## src/rtl/fp32_pkg.sv

```systemverilog
// binary32 field layout, constants, FSM state type and operand-decode helpers
// shared by the sequential subtractor and its aligner.
package fp32_pkg;

   localparam int EXP_W = 8;
   localparam int MAN_W = 23;
   localparam int BIAS  = 127;

   localparam logic [EXP_W-1:0] EXP_MAX = 8'hFF;
   localparam logic [31:0]      QNAN    = 32'h7FC0_0000;

   typedef enum logic [2:0] {
      IDLE  = 3'd0,
      ALIGN = 3'd1,
      ADD   = 3'd2,
      NORM  = 3'd3,
      DONE  = 3'd4
   } state_t;

   typedef struct packed {
      logic             sign;
      logic [EXP_W-1:0] exp;
      logic [MAN_W-1:0] frac;
   } f32_t;

   // Denormals are treated as zero, so the hidden bit is simply exp != 0.
   function automatic logic [MAN_W:0] f32_mant(input f32_t f);
      return (f.exp == '0) ? '0 : {1'b1, f.frac};
   endfunction

   function automatic logic f32_is_nan(input f32_t f);
      return (f.exp == EXP_MAX) && (f.frac != '0);
   endfunction

   function automatic logic f32_is_inf(input f32_t f);
      return (f.exp == EXP_MAX) && (f.frac == '0);
   endfunction

   function automatic logic f32_is_zero(input f32_t f);
      return f.exp == '0;
   endfunction

endpackage

```

## src/rtl/f32_align.sv

```systemverilog
// Combinational 24b mantissa right shifter; shifts of 24 or more give zero.
// Discarded low bits are truncated.
module f32_align
   import fp32_pkg::*;
(
   input  logic [MAN_W:0]   m_in,
   input  logic [EXP_W-1:0] shamt,
   output logic [MAN_W:0]   m_out
);

   always_comb begin
      m_out = '0;
      if (shamt < 8'd24) begin
         m_out = m_in >> shamt[4:0];
      end
   end

endmodule

```

## src/rtl/subf32_seq.sv

```systemverilog
// Sequential binary32 subtractor diff = a - b: out_valid 3 edges after accept (2 for specials) plus one per normalise shift.
// One operation in flight: in_ready only in IDLE; out_valid and diff hold until out_ready.
module subf32_seq
   import fp32_pkg::*;
#(
   parameter int          MAX_NORM = 23,
   parameter logic [31:0] NAN_CODE = QNAN
) (
   input  logic        clk,
   input  logic        rst_n,
   input  logic        in_valid,
   output logic        in_ready,
   input  logic [31:0] a,
   input  logic [31:0] b,
   output logic        out_valid,
   input  logic        out_ready,
   output logic [31:0] diff,
   output logic        busy
);

   state_t           state_q, state_d;
   f32_t             opa_q, opa_d, opb_q, opb_d;
   logic             s_q, s_d, sub_q, sub_d;
   logic [EXP_W-1:0] e_q, e_d;
   logic [MAN_W+1:0] ml_q, ml_d, ms_q, ms_d;
   logic [4:0]       cnt_q, cnt_d;
   logic [31:0]      diff_q, diff_d;
   logic             out_valid_q, out_valid_d;
   logic             busy_q, busy_d;

   logic             swap;
   f32_t             op_l, op_s;
   logic [MAN_W:0]   man_l, man_s, man_s_sh;
   logic [EXP_W-1:0] shamt, e_dec;
   logic             nan_any, inf_clash;
   logic [MAN_W+1:0] sum, dif, m_sh;

   // Magnitude order: exponent first, then mantissa, in a single compare.
   assign swap  = {opb_q.exp, f32_mant(opb_q)} > {opa_q.exp, f32_mant(opa_q)};
   assign op_l  = swap ? opb_q : opa_q;
   assign op_s  = swap ? opa_q : opb_q;
   assign man_l = f32_mant(op_l);
   assign man_s = f32_mant(op_s);
   assign shamt = op_l.exp - op_s.exp;

   f32_align u_align (
      .m_in  (man_s),
      .shamt (shamt),
      .m_out (man_s_sh)
   );

   assign nan_any   = f32_is_nan(opa_q) | f32_is_nan(opb_q);
   assign inf_clash = f32_is_inf(opa_q) & f32_is_inf(opb_q) & (opa_q.sign ^ opb_q.sign);

   assign sum   = ml_q + ms_q;
   assign dif   = ml_q - ms_q;
   assign m_sh  = {ml_q[MAN_W:0], 1'b0};
   assign e_dec = e_q - 8'd1;

   assign in_ready  = rst_n & (state_q == IDLE);
   assign out_valid = out_valid_q;
   assign diff      = diff_q;
   assign busy      = busy_q;

   always_comb begin
      state_d     = state_q;
      opa_d       = opa_q;
      opb_d       = opb_q;
      s_d         = s_q;
      sub_d       = sub_q;
      e_d         = e_q;
      ml_d        = ml_q;
      ms_d        = ms_q;
      cnt_d       = cnt_q;
      diff_d      = diff_q;
      out_valid_d = out_valid_q;

      case (state_q)
         IDLE: begin
            if (in_valid) begin
               opa_d   = a;
               opb_d   = {~b[31], b[30:0]};
               state_d = ALIGN;
            end
         end
         ALIGN: begin
            out_valid_d = 1'b1;
            state_d     = DONE;
            if (nan_any || inf_clash) begin
               diff_d = NAN_CODE;
            end else if (f32_is_inf(opa_q)) begin
               diff_d = {opa_q.sign, EXP_MAX, 23'h0};
            end else if (f32_is_inf(opb_q)) begin
               diff_d = {opb_q.sign, EXP_MAX, 23'h0};
            end else if (f32_is_zero(opa_q) && f32_is_zero(opb_q)) begin
               diff_d = {opa_q.sign & opb_q.sign, 31'h0};
            end else begin
               out_valid_d = 1'b0;
               state_d     = ADD;
               s_d         = op_l.sign;
               sub_d       = opa_q.sign ^ opb_q.sign;
               e_d         = op_l.exp;
               ml_d        = {1'b0, man_l};
               ms_d        = {1'b0, man_s_sh};
               cnt_d       = '0;
            end
         end
         ADD: begin
            out_valid_d = 1'b1;
            state_d     = DONE;
            if (!sub_q) begin
               if (!sum[MAN_W+1]) begin
                  diff_d = {s_q, e_q, sum[MAN_W-1:0]};
               end else if (e_q == EXP_MAX - 8'd1) begin
                  diff_d = {s_q, EXP_MAX, 23'h0};
               end else begin
                  diff_d = {s_q, e_q + 8'd1, sum[MAN_W:1]};
               end
            end else if (dif == '0) begin
               diff_d = '0;
            end else if (dif[MAN_W]) begin
               diff_d = {s_q, e_q, dif[MAN_W-1:0]};
            end else begin
               out_valid_d = 1'b0;
               state_d     = NORM;
               ml_d        = dif;
            end
         end
         NORM: begin
            // One shift per cycle; stop before the exponent would leave the normal range.
            if ((e_q == 8'd1) || (cnt_q == 5'(MAX_NORM))) begin
               diff_d      = '0;
               out_valid_d = 1'b1;
               state_d     = DONE;
            end else begin
               ml_d  = m_sh;
               e_d   = e_dec;
               cnt_d = cnt_q + 5'd1;
               if (m_sh[MAN_W]) begin
                  diff_d      = {s_q, e_dec, m_sh[MAN_W-1:0]};
                  out_valid_d = 1'b1;
                  state_d     = DONE;
               end
            end
         end
         DONE: begin
            if (out_ready) begin
               out_valid_d = 1'b0;
               state_d     = IDLE;
            end
         end
         default: begin
            out_valid_d = 1'b0;
            state_d     = IDLE;
         end
      endcase

      busy_d = (state_d != IDLE);
   end

   always_ff @(posedge clk) begin
      if (!rst_n) begin
         state_q     <= IDLE;
         opa_q       <= '0;
         opb_q       <= '0;
         s_q         <= 1'b0;
         sub_q       <= 1'b0;
         e_q         <= '0;
         ml_q        <= '0;
         ms_q        <= '0;
         cnt_q       <= '0;
         diff_q      <= '0;
         out_valid_q <= 1'b0;
         busy_q      <= 1'b0;
      end else begin
         state_q     <= state_d;
         opa_q       <= opa_d;
         opb_q       <= opb_d;
         s_q         <= s_d;
         sub_q       <= sub_d;
         e_q         <= e_d;
         ml_q        <= ml_d;
         ms_q        <= ms_d;
         cnt_q       <= cnt_d;
         diff_q      <= diff_d;
         out_valid_q <= out_valid_d;
         busy_q      <= busy_d;
      end
   end

endmodule

```

## config.mk

```make
export PLATFORM = sky130hd
export DESIGN_NAME = subf32_seq
export DESIGN_NICKNAME = d
export VERILOG_FILES = /design/src/rtl/fp32_pkg.sv /design/src/rtl/f32_align.sv /design/src/rtl/subf32_seq.sv
export SDC_FILE = /design/constraint.sdc
export NUM_CORES = 1
export LEC_CHECK = 0
export ABC_CLOCK_PERIOD_IN_PS = 8800
export BUFFER_PORTS_ARGS = -buffer_cell sky130_fd_sc_hd__buf_2
export CORE_MARGIN = 1.5
export CORE_UTILIZATION = 38
export CTS_CLUSTER_SIZE = 10
export DETAILED_ROUTE_END_ITERATION = 8
export PLACE_DENSITY = 0.64
export REMOVE_ABC_BUFFERS = 1
export SKIP_LAST_GASP = 1
export SLEW_MARGIN = 20
export SYNTH_ARGS = -nofsm -noshare
export SYNTH_HDL_FRONTEND = slang
export SYNTH_HIERARCHICAL = 1
export SYNTH_SLANG_ARGS = --single-unit
```

## constraint.sdc

```tcl
create_clock -name clk -period 8.8 [get_ports clk]
set_input_delay 0.88 -clock clk [delete_from_list [all_inputs] [get_ports clk]]
set_output_delay 0.88 -clock clk [all_outputs]
set_load 0.005 [all_outputs]
```

Word level (Yosys, flattened, before mapping). Index checks and enable logic that the tools add are counted. Widths: inputs -> output; s select.

Output and inout bits: 35. Register bits after elaboration: 165. Input bits: 68.

Muxes and demuxes: 63. Equality and inequality tests: 21. Bitwise gates (word level): 12. Reductions and logical operators: 26. Order comparisons: 2. Add/sub/neg operators: 6. Shift operators: 1.

Operators with widths (number): $mux 32 (10); $mux 25 (8); $mux 24 (5); $pmux 32 s3 (1); $mux 31 (3); $pmux 25 s3 (1); $logic_not 23->1 (2); $reduce_bool 23->1 (2); $mux 8 (5); $mux 3 (11); $gt 32x32->1 (1); $logic_not 8->1 (4); $add 25x24->25 (1); $logic_not 25->1 (1); $mux 5 (5); $sub 25x24->25 (1); $eq 8x8->1 const B (3); $shr 24x5->24 (1); $ne 2x2->1 const B (9); $pmux 8 s2 (1); $pmux 3 s5 (1); $mux 1 (10); $pmux 5 s2 (1); $reduce_and 9->1 (1); other kinds (28) (43).

Depth between registers and ports, before layout.
Depth in word-level cells: 11. Mapped depth: 26. Mapped depth without buffers: 23.

Modules after synthesis. The synthesis kept the hierarchy.

By module, submodules not included: subf32_seq (seq. area each 3303.2 um^2, cells each 1786, area an instance 12987.5 um^2, times used 1); f32_align (seq. area each 0.0 um^2, cells each 138, area an instance 1333.8 um^2, times used 1).

Worst setup path before layout. No wires, ideal clock.

Path kind: reg2reg. From: register opb_q[23] (netlist name). To: register ms_q[0]. Path slack: 3.567 ns. Buffers on the path: 4. Clock period less this slack: 5.233 ns. Data required time: 8.730 ns. Stages on the path, launching flop included: 27. Setup time: 0.070 ns. Arrival: 5.163 ns. Path through: dfxtp_1 -> nor4_1 -> nand2_1 -> clkbuf_1 -> and2_1 -> ha_1 -> a21o_1 -> a21o_1 -> a21oi_1 -> o31ai_1 -> o21a_1 -> nor2_1 -> clkbuf_1 -> nand3_1 -> and2_1 -> ha_1 -> nor2_1 -> nor2_1 -> a221o_1 -> xor2_1 -> a2111o_1 -> buf_6 -> or3b_1 -> buf_6 -> o221ai_2 -> nand2_1 -> a21oi_1.

RTL lines: start, declared (RTL line subf32_seq.sv:22) `f32_t opa_q, opa_d, opb_q, opb_d;`; start signal, assigned (RTL line subf32_seq.sv:178) `opb_q <= opb_d;`; $logic_not 8->1 (RTL line fp32_pkg.sv:28) `return (f.exp == '0) ? '0 : {1'b1, f.frac};`; $mux 24 (RTL line fp32_pkg.sv:28); $gt 32x32->1 (RTL line subf32_seq.sv:39) `assign swap = {opb_q.exp, f32_mant(opb_q)} > {opa_q.exp, f32_mant(opa_q)};`; $mux 32 or $mux 31 (tied branches) (RTL line subf32_seq.sv:40, subf32_seq.sv:41); $sub 8x8->8 * (RTL line subf32_seq.sv:44) `assign shamt = op_l.exp - op_s.exp;`; named net shamt[6] (RTL line subf32_seq.sv:34) `logic [EXP_W-1:0] shamt, e_dec;`; $lt 8x5->1 * (RTL line f32_align.sv:13) `if (shamt < 8'd24) begin`; $mux 24 * (RTL line f32_align.sv:13); named net man_s_sh[0] (RTL line subf32_seq.sv:33) `logic [MAN_W:0] man_l, man_s, man_s_sh;`; end signal, assigned (RTL line subf32_seq.sv:183) `ms_q <= ms_d;`; end, declared (RTL line subf32_seq.sv:25) `logic [MAN_W+1:0] ml_q, ml_d, ms_q, ms_d;`.

Mark *: on every way through the listed nets, which the timed path passes. The rest lies on a longest branch. A chain may end at the register's enable or synchronous reset.

Worst setup path after layout.
From: register opb_q[28] (netlist name). To: register ms_q[1].

RTL lines (RTL line): $logic_not 8->1 (fp32_pkg.sv:28); $mux 24 (fp32_pkg.sv:28); $gt 32x32->1 * (subf32_seq.sv:39); $mux 32 or $mux 31 (tied branches) (subf32_seq.sv:40, subf32_seq.sv:41); $sub 8x8->8 * (subf32_seq.sv:44); named net shamt[4] (subf32_seq.sv:34); $lt 8x5->1 or $shr 24x5->24 (tied branches) (f32_align.sv:13, f32_align.sv:14); $mux 24 * (f32_align.sv:13); named net man_s_sh[1] (subf32_seq.sv:33).

Marks and branches as above.

==> run summary <==
Status: finished clean
Slew HR: 0.2740
Area Overhead vs Synth: 8.684%
Setup_tns: 0 ps
Clock skew: 11.43 ps
Placed instance area: 14980 µm²
Sequential area share after synthesis: 0.2306
First DRT Iteration DRCs: 1445
Cell area after synthesis: 14320 µm²
Crit Reg-Reg Startpoint: opb_q[28]$_SDFFE_PN0P_
Hold Path Depth: 2
Row count: 70
Top cells by area, synth: dfxtp_1 (23%), nand2_1 (9.5%), ha_1 (7.7%)
Placeable Area: 36870 µm²
Area leader, netlist: dfxtp_1
Post-Route WL: 47260 µm
Syn Area/Cell: 7.443 µm²
Final Cycle Share: 0.7956
Share of the synthesized area in the top cell type: 0.2306
Initial antenna violation count: 0
Total power: 3.141 mW
HPWL Detailed: 36020 µm
Hold Crit Class: reg2reg
Grt total ovfl: 0
Fin Hold WS: 455.6 ps
WL/cell: 19.36 µm
CP Max Fanout: 27
Critical path required time: 9170 ps
Multi-input logic area: 10180 µm²
Top FF cell, synth: dfxtp_1
FF-to-FF setup slack: 1800 ps
Synth warn: 6
Chip Width: 197.1 µm
Critical Setup Path Class: reg2reg
Finished Cell Area: 15560 µm²
Power density cells: 201.8 nW/µm²
Vias per cell: 5.909
RR Endpoint: ms_q[1]$_SDFFE_PN0P_
Max_cap viols: 0
Slew Viols, Final: 0
ANT cells: 0
CP endpoint kind: register
Mapped Cells: 1924
Hold-fix buffer count after cts: 0
Top Ports: 103
Unique masters post-synth: 99
# fillers: 3764
Hold worst-path end: diff[0]$_SDFFE_PN0P_
FFs w/ async S/R, synth: 0
Global-route wire length before repair: 74150 µm
Post-route DRC: 0
RSZ-0062 raised after global routing: no
Placer Congestion: 1.002
Die span in y: 197.1 µm
Number of routed nets with antenna violations: 0
CTS clk-pin slew, worst paths: 70 ps
Port Buf Inserts: 102
Final setup fails: 0
Via count: 14430
Clock root buffer: clkbuf_16
Hold Startpoint: diff[0]$_SDFFE_PN0P_
Pin count of the biggest net entering global routing: 68
Vias in the first global route: 13210
Crit path time final: 7001 ps
H-tree Lvls: 4
Sequential standard cell area: 3304 µm²
Starting density of the core: 0.3884
Pre-antenna DRT Iters: 6
Crit path DAT: 7370 ps
Synth Register Bits: 165
Nature of the critical path startpoint: register
Max rail drop VDD: 0.1645 mV
PostCTS Resize Cnt: 0
Clock Tree Buf Depth: 2
Share of layout cells above drive strength 1: 0.1146
Final Hold Vio Count: 0
Number of enable flip-flop cells after synthesis: 0
CTS sink cnt: 165
Post-CTS setup buffer count: 0
Peak Freq: 142.8 MHz
CTS tree: built
Leak Pwr: 6.284 nW
Total die area: 38860 µm²
Worst reg2reg path depth: 21
Final nets: 2082
CP Launch Point: opb_q[28]$_SDFFE_PN0P_
Total Routing Usage GR: 0.2424
Worst-skew pair later-pin latency: 460 ps
Slew @ Worst Pin: 1085 ps
CTS Buf Count: 17
[critical path, stage by stage (launching register included)]
cell	delay (ps)
dfxtp_1	390
nor4_1	340
nand2_1	530
and2_1	390
ha_1	300
nand4_1	190
or2_2	350
o22a_1	220
a31oi_1	610
nor2_4	250
or3_1	390
and2_1	150
ha_1	170
nor2_1	340
o21ai_0	130
a21oi_1	200
xnor2_1	270
a2111o_1	670
or3b_1	580
o221ai_2	220
nand2_1	70
a21oi_1	150
[synth_stat cells (10+ instances only)]
library cell / number
nand2_1: 362
a21oi_1: 188
dfxtp_1: 165
nor2_1: 163
mux2i_1: 104
clkbuf_1: 90
ha_1: 88
inv_1: 63
o21ai_0: 54
xnor2_1: 40
and2_1: 34
nor3_1: 32
o22ai_1: 30
nand3_1: 26
nor4_1: 26
a21o_1: 25
nand4_1: 25
a22o_1: 24
buf_2: 23
a211oi_1: 20
mux4_2: 19
nand2b_1: 17
o31ai_1: 15
a31oi_1: 14
nor2b_1: 14
o21a_1: 13
o21ai_1: 12
buf_1: 11
mux2_2: 11
o21bai_1: 11
and3_1: 10
xor2_1: 10
[registers in the layout, summed over array words and instances (netlist names)]
signal	flops
s_q	1
opa_q	32
diff	32
opb_q	32
cnt_q	5
state_q	3
busy	1
sub_q	1
ms_q	24
out_valid	1
e_q	8
ml_q	25
[routing by layer]
| layer | vias to the layer above | GRT usage | routed length [µm] |
|---|---|---|---|
| met5 | - | 0 | 0 |
| li1 | 6902 | - | - |
| met2 | 606 | 0.3802 | 21050 |
| met3 | 87 | 0.03722 | 3387 |
| met4 | 0 | 0.08199 | 1344 |
| met1 | 6830 | 0.3378 | 21480 |
[worst max-delay path by stage]
stage                      endpoint  slack, ps  cells past startpoint
3_3_place_gp   ms_q[3]$_SDFFE_PN0P_       2280                     21
6_report       ms_q[1]$_SDFFE_PN0P_       1800                     21
4_1_cts        ms_q[3]$_SDFFE_PN0P_       1920                     21
5_1_grt        ms_q[3]$_SDFFE_PN0P_       1260                     21
3_5_place_dp   ms_q[3]$_SDFFE_PN0P_       1970                     21
2_1_floorplan  ms_q[2]$_SDFFE_PN0P_       -460                     18
[power breakdown]
part	switching (mW)	internal [mW]
Sequential	0.0718	0.793
Clock	0.346	0.409
Combinational	0.946	0.574
[cells by family (layout without fill, tap and decap cells)]
| group | count (synthesis) | in the layout | share of synthesized area |
|---|---|---|---|
| multiplexers | 134 | 134 | 0.1112 |
| adder cells (fa/ha/maj) | 90 | 90 | 0.07968 |
| XOR/XNOR | 50 | 50 | 0.03058 |
| flip-flops | 165 | 165 | 0.2306 |
| AO/OA/AOI/OAI | 512 | 512 | 0.2388 |
| buffers and inverters | 201 | 214 | 0.06072 |
| AND/OR/NAND/NOR | 772 | 772 | 0.2484 |
[area by class of cell]
type | count | share of cell area
flip-flops and latches | 165 | 0.2123
well taps | 504 | 0.04051
inverters | 64 | 0.01543
clock inverters | 12 | 0.007556
multi-input cells | 1558 | 0.6543
clock buffers | 20 | 0.02934
repair buffers | 118 | 0.04051
[cell usage in the layout, fill, tap and decap left out, types with 33 or more instances in the layout]
cell     netlist  routed
nor2_1       163     162
nand2_1      362     361
a21oi_1      188     188
dfxtp_1      165     164
xnor2_1       40      39
and2_1        34      33
buf_2         23     102
inv_1         63      62
o21ai_0       54      54
ha_1          88      88
mux2i_1      104     104
[stage by stage]
stage          worst slack, ps    util  std cells
6_report                  1799  0.4221       2441
5_1_grt                   1263  0.4221       2441
4_1_cts                   1921  0.4220       2441
3_5_place_dp              1969  0.4064       2409
3_3_place_gp              2284  0.4061       2409
2_1_floorplan           -456.0       -       1787
(Power assumes the default switching activity.)
